==> config.mk <==
export PLATFORM = sky130hd
export DESIGN_NAME = pwm_mc
export DESIGN_NICKNAME = d
export VERILOG_FILES = /design/src/rtl/pwm_mc_pkg.sv /design/src/rtl/pwm_mc_chan.sv /design/src/rtl/pwm_mc.sv
export SDC_FILE = /design/constraint.sdc
export NUM_CORES = 1
export LEC_CHECK = 0
export ABC_AREA = 1
export ABC_CLOCK_PERIOD_IN_PS = 2300
export BUFFER_PORTS_ARGS = -buffer_cell sky130_fd_sc_hd__buf_2
export CAP_MARGIN = 40
export CORE_ASPECT_RATIO = 1.2
export CORE_MARGIN = 2
export CORE_UTILIZATION = 30
export DETAILED_ROUTE_END_ITERATION = 12
export GPL_ROUTABILITY_DRIVEN = 0
export HOLD_SLACK_MARGIN = 0.15
export PLACE_DENSITY = 0.57
export SKIP_CTS_REPAIR_TIMING = 1
export SYNTH_ARGS = -nofsm -noshare
export SYNTH_HDL_FRONTEND = slang
export SYNTH_SLANG_ARGS = --single-unit
==> constraint.sdc <==
create_clock -name CLK -period 2.3 [get_ports CLK]
set_input_delay 0.23 -clock CLK [delete_from_list [all_inputs] [get_ports CLK]]
set_output_delay 0.23 -clock CLK [all_outputs]
set_load 0.03 [all_outputs]
==> src/rtl/pwm_mc_pkg.sv <==
// pwm_mc_pkg: shared types and parameter limits for the multi-channel PWM block.
package pwm_mc_pkg;

    // Legal parameter ranges for pwm_mc.
    localparam int WIDTH_MIN = 2;
    localparam int WIDTH_MAX = 16;
    localparam int CH_MIN    = 1;
    localparam int CH_MAX    = 16;

    // Active counting mode, latched only at a period boundary.
    typedef enum logic {
        MODE_EDGE   = 1'b0,
        MODE_CENTER = 1'b1
    } mode_e;

    // Counter direction, meaningful only in center mode.
    typedef enum logic {
        DIR_UP   = 1'b0,
        DIR_DOWN = 1'b1
    } dir_e;

endpackage

==> src/rtl/pwm_mc_chan.sv <==
// pwm_mc_chan: one PWM channel. Holds a double-buffered duty value
// (shadow written any time, active updated only at a period boundary)
// and the registered compare output.
module pwm_mc_chan
    import pwm_mc_pkg::*;
#(
    parameter int WIDTH = 8
) (
    input  logic             clk_i,
    input  logic             arst_i,
    input  logic [WIDTH-1:0] duty_i,
    input  logic             wr_i,
    input  logic             boundary_i,
    input  logic [WIDTH-1:0] cnt_i,
    output logic             pending_o,
    output logic             pwm_o
);

    // Reset duty is half scale.
    localparam logic [WIDTH-1:0] DUTY_RST = {1'b1, {(WIDTH-1){1'b0}}};

    logic [WIDTH-1:0] shadow_q, shadow_d;
    logic [WIDTH-1:0] active_q, active_d;
    logic             pending_q, pending_d;
    logic             pwm_q, pwm_d;

    // Next-state: boundary transfer uses the old shadow; a coincident write
    // lands in shadow and keeps pending set for the following boundary.
    always_comb begin
        shadow_d  = shadow_q;
        active_d  = active_q;
        pending_d = pending_q;
        if (boundary_i && pending_q) begin
            active_d  = shadow_q;
            pending_d = 1'b0;
        end else begin
            active_d  = active_q;
        end
        if (wr_i) begin
            shadow_d  = duty_i;
            pending_d = 1'b1;
        end else begin
            shadow_d  = shadow_q;
        end
        pwm_d = (cnt_i < active_q);
    end

    // Channel state registers; reset drives the output high.
    always_ff @(posedge clk_i or posedge arst_i) begin
        if (arst_i) begin
            shadow_q  <= DUTY_RST;
            active_q  <= DUTY_RST;
            pending_q <= 1'b0;
            pwm_q     <= 1'b1;
        end else begin
            shadow_q  <= shadow_d;
            active_q  <= active_d;
            pending_q <= pending_d;
            pwm_q     <= pwm_d;
        end
    end

    assign pending_o = pending_q;
    assign pwm_o     = pwm_q;

endmodule

==> src/rtl/pwm_mc.sv <==
// pwm_mc: multi-channel PWM with shared prescaler and counter, edge- or
// center-aligned counting, and per-channel double-buffered duty.
// Optional feature: define PWM_MC_POLARITY_EN to add per-channel output
// inversion via port pol.
module pwm_mc
    import pwm_mc_pkg::*;
#(
    parameter int WIDTH   = 8,
    parameter int CH      = 4,
    parameter int PRESC_W = 4
) (
    input  logic                  CLK,
    input  logic                  aRSTin,
    input  logic [CH*WIDTH-1:0]   duty_in,
    input  logic [CH-1:0]         duty_wr,
    input  logic                  center,
    input  logic [PRESC_W-1:0]    presc,
`ifdef PWM_MC_POLARITY_EN
    input  logic [CH-1:0]         pol,
`endif
    output logic [CH-1:0]         pending,
    output logic                  period_start,
    output logic [CH-1:0]         PWM
);

    localparam logic [WIDTH-1:0] CNT_MAX = {WIDTH{1'b1}};

    logic [1:0]         rst_sync_q;
    logic               arst;
    logic [PRESC_W-1:0] presc_q, presc_d;
    logic               tick_s;
    logic [WIDTH-1:0]   cnt_q, cnt_d;
    mode_e              mode_q, mode_d;
    dir_e               dir_q, dir_d;
    logic               boundary_s;
    logic               period_start_q;
    logic [CH-1:0]      pwm_s;

    // Reset synchroniser: assert at once, release on the 2nd edge after aRSTin falls.
    always_ff @(posedge CLK or posedge aRSTin) begin
        if (aRSTin) begin
            rst_sync_q <= 2'b11;
        end else begin
            rst_sync_q <= {rst_sync_q[0], 1'b0};
        end
    end

    assign arst = rst_sync_q[1];

    // Prescaler compare and counter/mode next-state logic.
    always_comb begin
        tick_s     = (presc_q == presc);
        presc_d    = tick_s ? {PRESC_W{1'b0}} : presc_q + PRESC_W'(1);
        cnt_d      = cnt_q;
        dir_d      = dir_q;
        mode_d     = mode_q;
        boundary_s = 1'b0;
        if (tick_s) begin
            case (mode_q)
                MODE_EDGE: begin
                    cnt_d = cnt_q + WIDTH'(1);
                end
                MODE_CENTER: begin
                    if (dir_q == DIR_DOWN && cnt_q != {WIDTH{1'b0}}) begin
                        cnt_d = cnt_q - WIDTH'(1);
                    end else if (cnt_q == CNT_MAX) begin
                        cnt_d = cnt_q - WIDTH'(1);
                        dir_d = DIR_DOWN;
                    end else begin
                        cnt_d = cnt_q + WIDTH'(1);
                        dir_d = DIR_UP;
                    end
                end
                default: begin
                    cnt_d = cnt_q + WIDTH'(1);
                end
            endcase
            // Boundary: counter returns to zero from a nonzero value.
            if (cnt_d == {WIDTH{1'b0}} && cnt_q != {WIDTH{1'b0}}) begin
                boundary_s = 1'b1;
                mode_d     = center ? MODE_CENTER : MODE_EDGE;
                dir_d      = DIR_UP;
            end else begin
                boundary_s = 1'b0;
            end
        end else begin
            cnt_d = cnt_q;
        end
    end

    // Prescaler, counter, mode and period-start registers.
    always_ff @(posedge CLK or posedge arst) begin
        if (arst) begin
            presc_q        <= {PRESC_W{1'b0}};
            cnt_q          <= {WIDTH{1'b0}};
            mode_q         <= MODE_EDGE;
            dir_q          <= DIR_UP;
            period_start_q <= 1'b0;
        end else begin
            presc_q        <= presc_d;
            cnt_q          <= cnt_d;
            mode_q         <= mode_d;
            dir_q          <= dir_d;
            period_start_q <= boundary_s;
        end
    end

    assign period_start = period_start_q;

    for (genvar k = 0; k < CH; k++) begin : g_chan
        pwm_mc_chan #(
            .WIDTH (WIDTH)
        ) u_chan (
            .clk_i      (CLK),
            .arst_i     (arst),
            .duty_i     (duty_in[k*WIDTH +: WIDTH]),
            .wr_i       (duty_wr[k]),
            .boundary_i (boundary_s),
            .cnt_i      (cnt_q),
            .pending_o  (pending[k]),
            .pwm_o      (pwm_s[k])
        );
    end

`ifdef PWM_MC_POLARITY_EN
    assign PWM = pwm_s ^ pol;
`else
    assign PWM = pwm_s;
`endif

endmodule

==> impl_metrics.toml <==
[run_status]
status = "completed"

[timing]
finClkSkew_ns = 0.005289
period_minus_slack_ns = 2.226
maxSlewHeadroom = 0.6585
max_freq_ghz = 0.4492
drv_slew = 0
fin_crit_sh = 0.9678
final-hold-violation-count = 0
tightest_slew_ns = 0.5110
setup_viol = 0

[synthesis]
synth_cell_types = 37
synthArstFlopShare = 1.000
avgSynthCellArea_um2 = 8.425
syn-num-nets = 638
synth_seq_area_share = 0.4732
yosys_most_used_dff = "dfrtp_1"
syn_area_mm2 = 0.004743
syn_inst = 563
yosysWarnings = 0
synth_edf_count = 0
ys_ff_latch = 89

[clocking]
clock_latency_ns = 0.34
clock_path_buffers = 2
ctsHtreeMaxLevel = 3
cts.sinks = 89
cts-root-buf = "clkbuf_16"
cts_buffers = 9
cts_tree = "yes"
clkTransAtPathRegs_ns = 0.06

[route]
dr.pass1.iters = 4
post-route-drc-count = 0
wl_per_cell_um = 12.58
drt_iter0_drc = 133
viasPerCell = 4.511
vias = 3938
ant_nets = 0
drt-total-wl_um = 10980

[critical_path]
r2r_cells = 12
crit_required_ns = 2.53
cp-end-kind = "flip-flop"
crit_arrival_ns = 2.45
startpoint_type = "flip-flop"
r2r_setup_slack_ns = 0.07
rr_endpoint = "g_chan[1].u_chan.active_q[5]$_DFFE_PP0P_"
worstReg2RegStart = "cnt_q[2]$_DFFE_PP0N_"
crit_fanout = 8
crit_type = "flip-flop to flip-flop"

[placement]
numPortBuffers = 51
dpl.hpwl_um = 8019

[power_and_ir_drop]
vdd_ir_drop_max_uv = 405.8
p_leak_nw = 3.008
fin_total_pwr_w = 0.006944
p_per_area_mw_per_mm2 = 1134

[layout]
layout-drive-gt1-share = 0.2376
fillers = 1577
layout_common_cells = "205 x nand2_1, 72 x dfrtp_1, 51 x buf_2"
layout.cells.most_common = "nand2_1"
final_nets = 735
n_antenna_cell = 0
final_util = 0.3946
syn_to_final_growth_pct = 29.07

[grt]
antenna_found_initial = 0
grt_pass1_wl_um = 17640
grt_pass1_vias = 3794
grt_usage = 0.1308
grt_overflow = 0
grt_max_degree = 39

[hold_path]
hold_class = "input pin to flip-flop"
hp-start = "duty_wr[3]"
hold_depth = 3
holdPathEnd = "g_chan[3].u_chan.shadow_q[7]$_DFFE_PP1P_"

[floorplan]
io_pins = 52
initial_core_util = 0.3057
die_area_mm2 = 0.01684
coreArea_mm2 = 0.01551
die_x_um = 118.8
die_y_um = 141.7
num_rows = 50

[job]
cap_violations = 0
==> cells by family after synthesis <==
group	Yosys count	share of synthesized area
compound gates	39	0.05038
xor+xnor	13	0.02400
simple gates	309	0.2907
fa+ha+maj	32	0.08441
flops	89	0.4732
other cells	1	0.0007906
buf+inv	80	0.07650
==> how the worst max path moves through the flow <==
stage                                               endpoint                 start
global placement    g_chan[1].u_chan.active_q[3]$_DFFE_PP0P_  cnt_q[2]$_DFFE_PP0N_
global route        g_chan[1].u_chan.active_q[5]$_DFFE_PP0P_  cnt_q[1]$_DFFE_PP0N_
CTS                 g_chan[1].u_chan.active_q[5]$_DFFE_PP0P_  cnt_q[5]$_DFFE_PP0N_
detailed placement  g_chan[1].u_chan.active_q[5]$_DFFE_PP0P_  cnt_q[1]$_DFFE_PP0N_
finish              g_chan[1].u_chan.active_q[5]$_DFFE_PP0P_  cnt_q[2]$_DFFE_PP0N_
floorplan           g_chan[0].u_chan.active_q[0]$_DFFE_PP0P_  cnt_q[1]$_DFFE_PP0N_
==> state kept, by name, summed over array words and instances (netlist names) <==
signal,count
g_chan.u_chan.pending_o,4
g_chan.u_chan.pwm_o,4
mode_q,1
presc_q,4
g_chan.u_chan.shadow_q,32
dir_q,1
rst_sync_q,2
cnt_q,8
period_start,1
g_chan.u_chan.active_q,32
==> critical path, stage by stage, from the launching register on <==
cell and delay, ns:
dfrtp_2 0.48, nor2_4 0.14, nand2_2 0.09, o21ai_4 0.20, nand2_4 0.11, nand2_4 0.11
nand2_2 0.06, nand2_2 0.10, nand3_2 0.11, nor2_4 0.26, nand4_4 0.24, nand2_2 0.15
nand2_2 0.06
==> report_power, final <==
part           leakage, nW  internal [W]  switching (W)  total, W
Sequential            1.10       0.00201       0.000309   0.00232
Clock                0.142      0.000877       0.000619   0.00150
Combinational         1.77       0.00131        0.00182   0.00312
Total                 3.01       0.00420        0.00275   0.00694
==> synth_stat cells, types with 5 or more instances <==
library cell | instances | area (um2)
a21oi_1 | 15 | 75.07
buf_4 | 8 | 60.06
clkbuf_1 | 11 | 41.29
clkinv_1 | 5 | 18.77
dfrtp_1 | 75 | 1877
dfstp_2 | 14 | 367.9
ha_1 | 32 | 400.4
inv_1 | 45 | 168.9
nand2_1 | 218 | 818.3
nand3_1 | 15 | 75.07
nand4_1 | 35 | 219.0
nand4_2 | 5 | 62.56
nor2_1 | 21 | 78.83
o21ai_0 | 10 | 50.05
xor2_1 | 10 | 87.58
==> layer usage <==
layer / track usage / vias up / part of all wire
li1: - / 2003 / -
met3: 0.02894 / 30 / 0.028
met5: 0 / - / 0
met4: 0.05764 / 0 / 0.033
met2: 0.2305 / 75 / 0.50
met1: 0.1522 / 1830 / 0.44
==> per-stage QoR <==
step / hold WS [ns] / TNS (ns) / setup WS, ns / cell area (um2) / instances
after floorplan: 0.1415 / 0 / 0.2855 / 4747 / 563
after global placement: 0.2169 / 0 / 0.08044 / 5258 / 815
after detailed placement: 0.2209 / 0 / 0.02218 / 5258 / 815
after CTS: -0.1145 / 0 / 0.003338 / 5563 / 831
after global routing: 0.1612 / -0.1605 / -0.05133 / 6122 / 873
final: 0.1545 / 0 / 0.07402 / 6122 / 873
==> layout make-up <==
| class | count | area [um2] | area share |
|---|---|---|---|
| Multi-Input combinational cell | 394 | 2271 | 0.3709 |
| Sequential cell | 89 | 2248 | 0.3673 |
| Timing Repair Buffer | 112 | 825.8 | 0.1349 |
| Tap cell | 208 | 260.3 | 0.04251 |
| Clock buffer | 11 | 242.7 | 0.03965 |
| Inverter | 54 | 211.5 | 0.03454 |
| Clock inverter | 5 | 62.56 | 0.01022 |
Power figures use the tool's default switching activity.
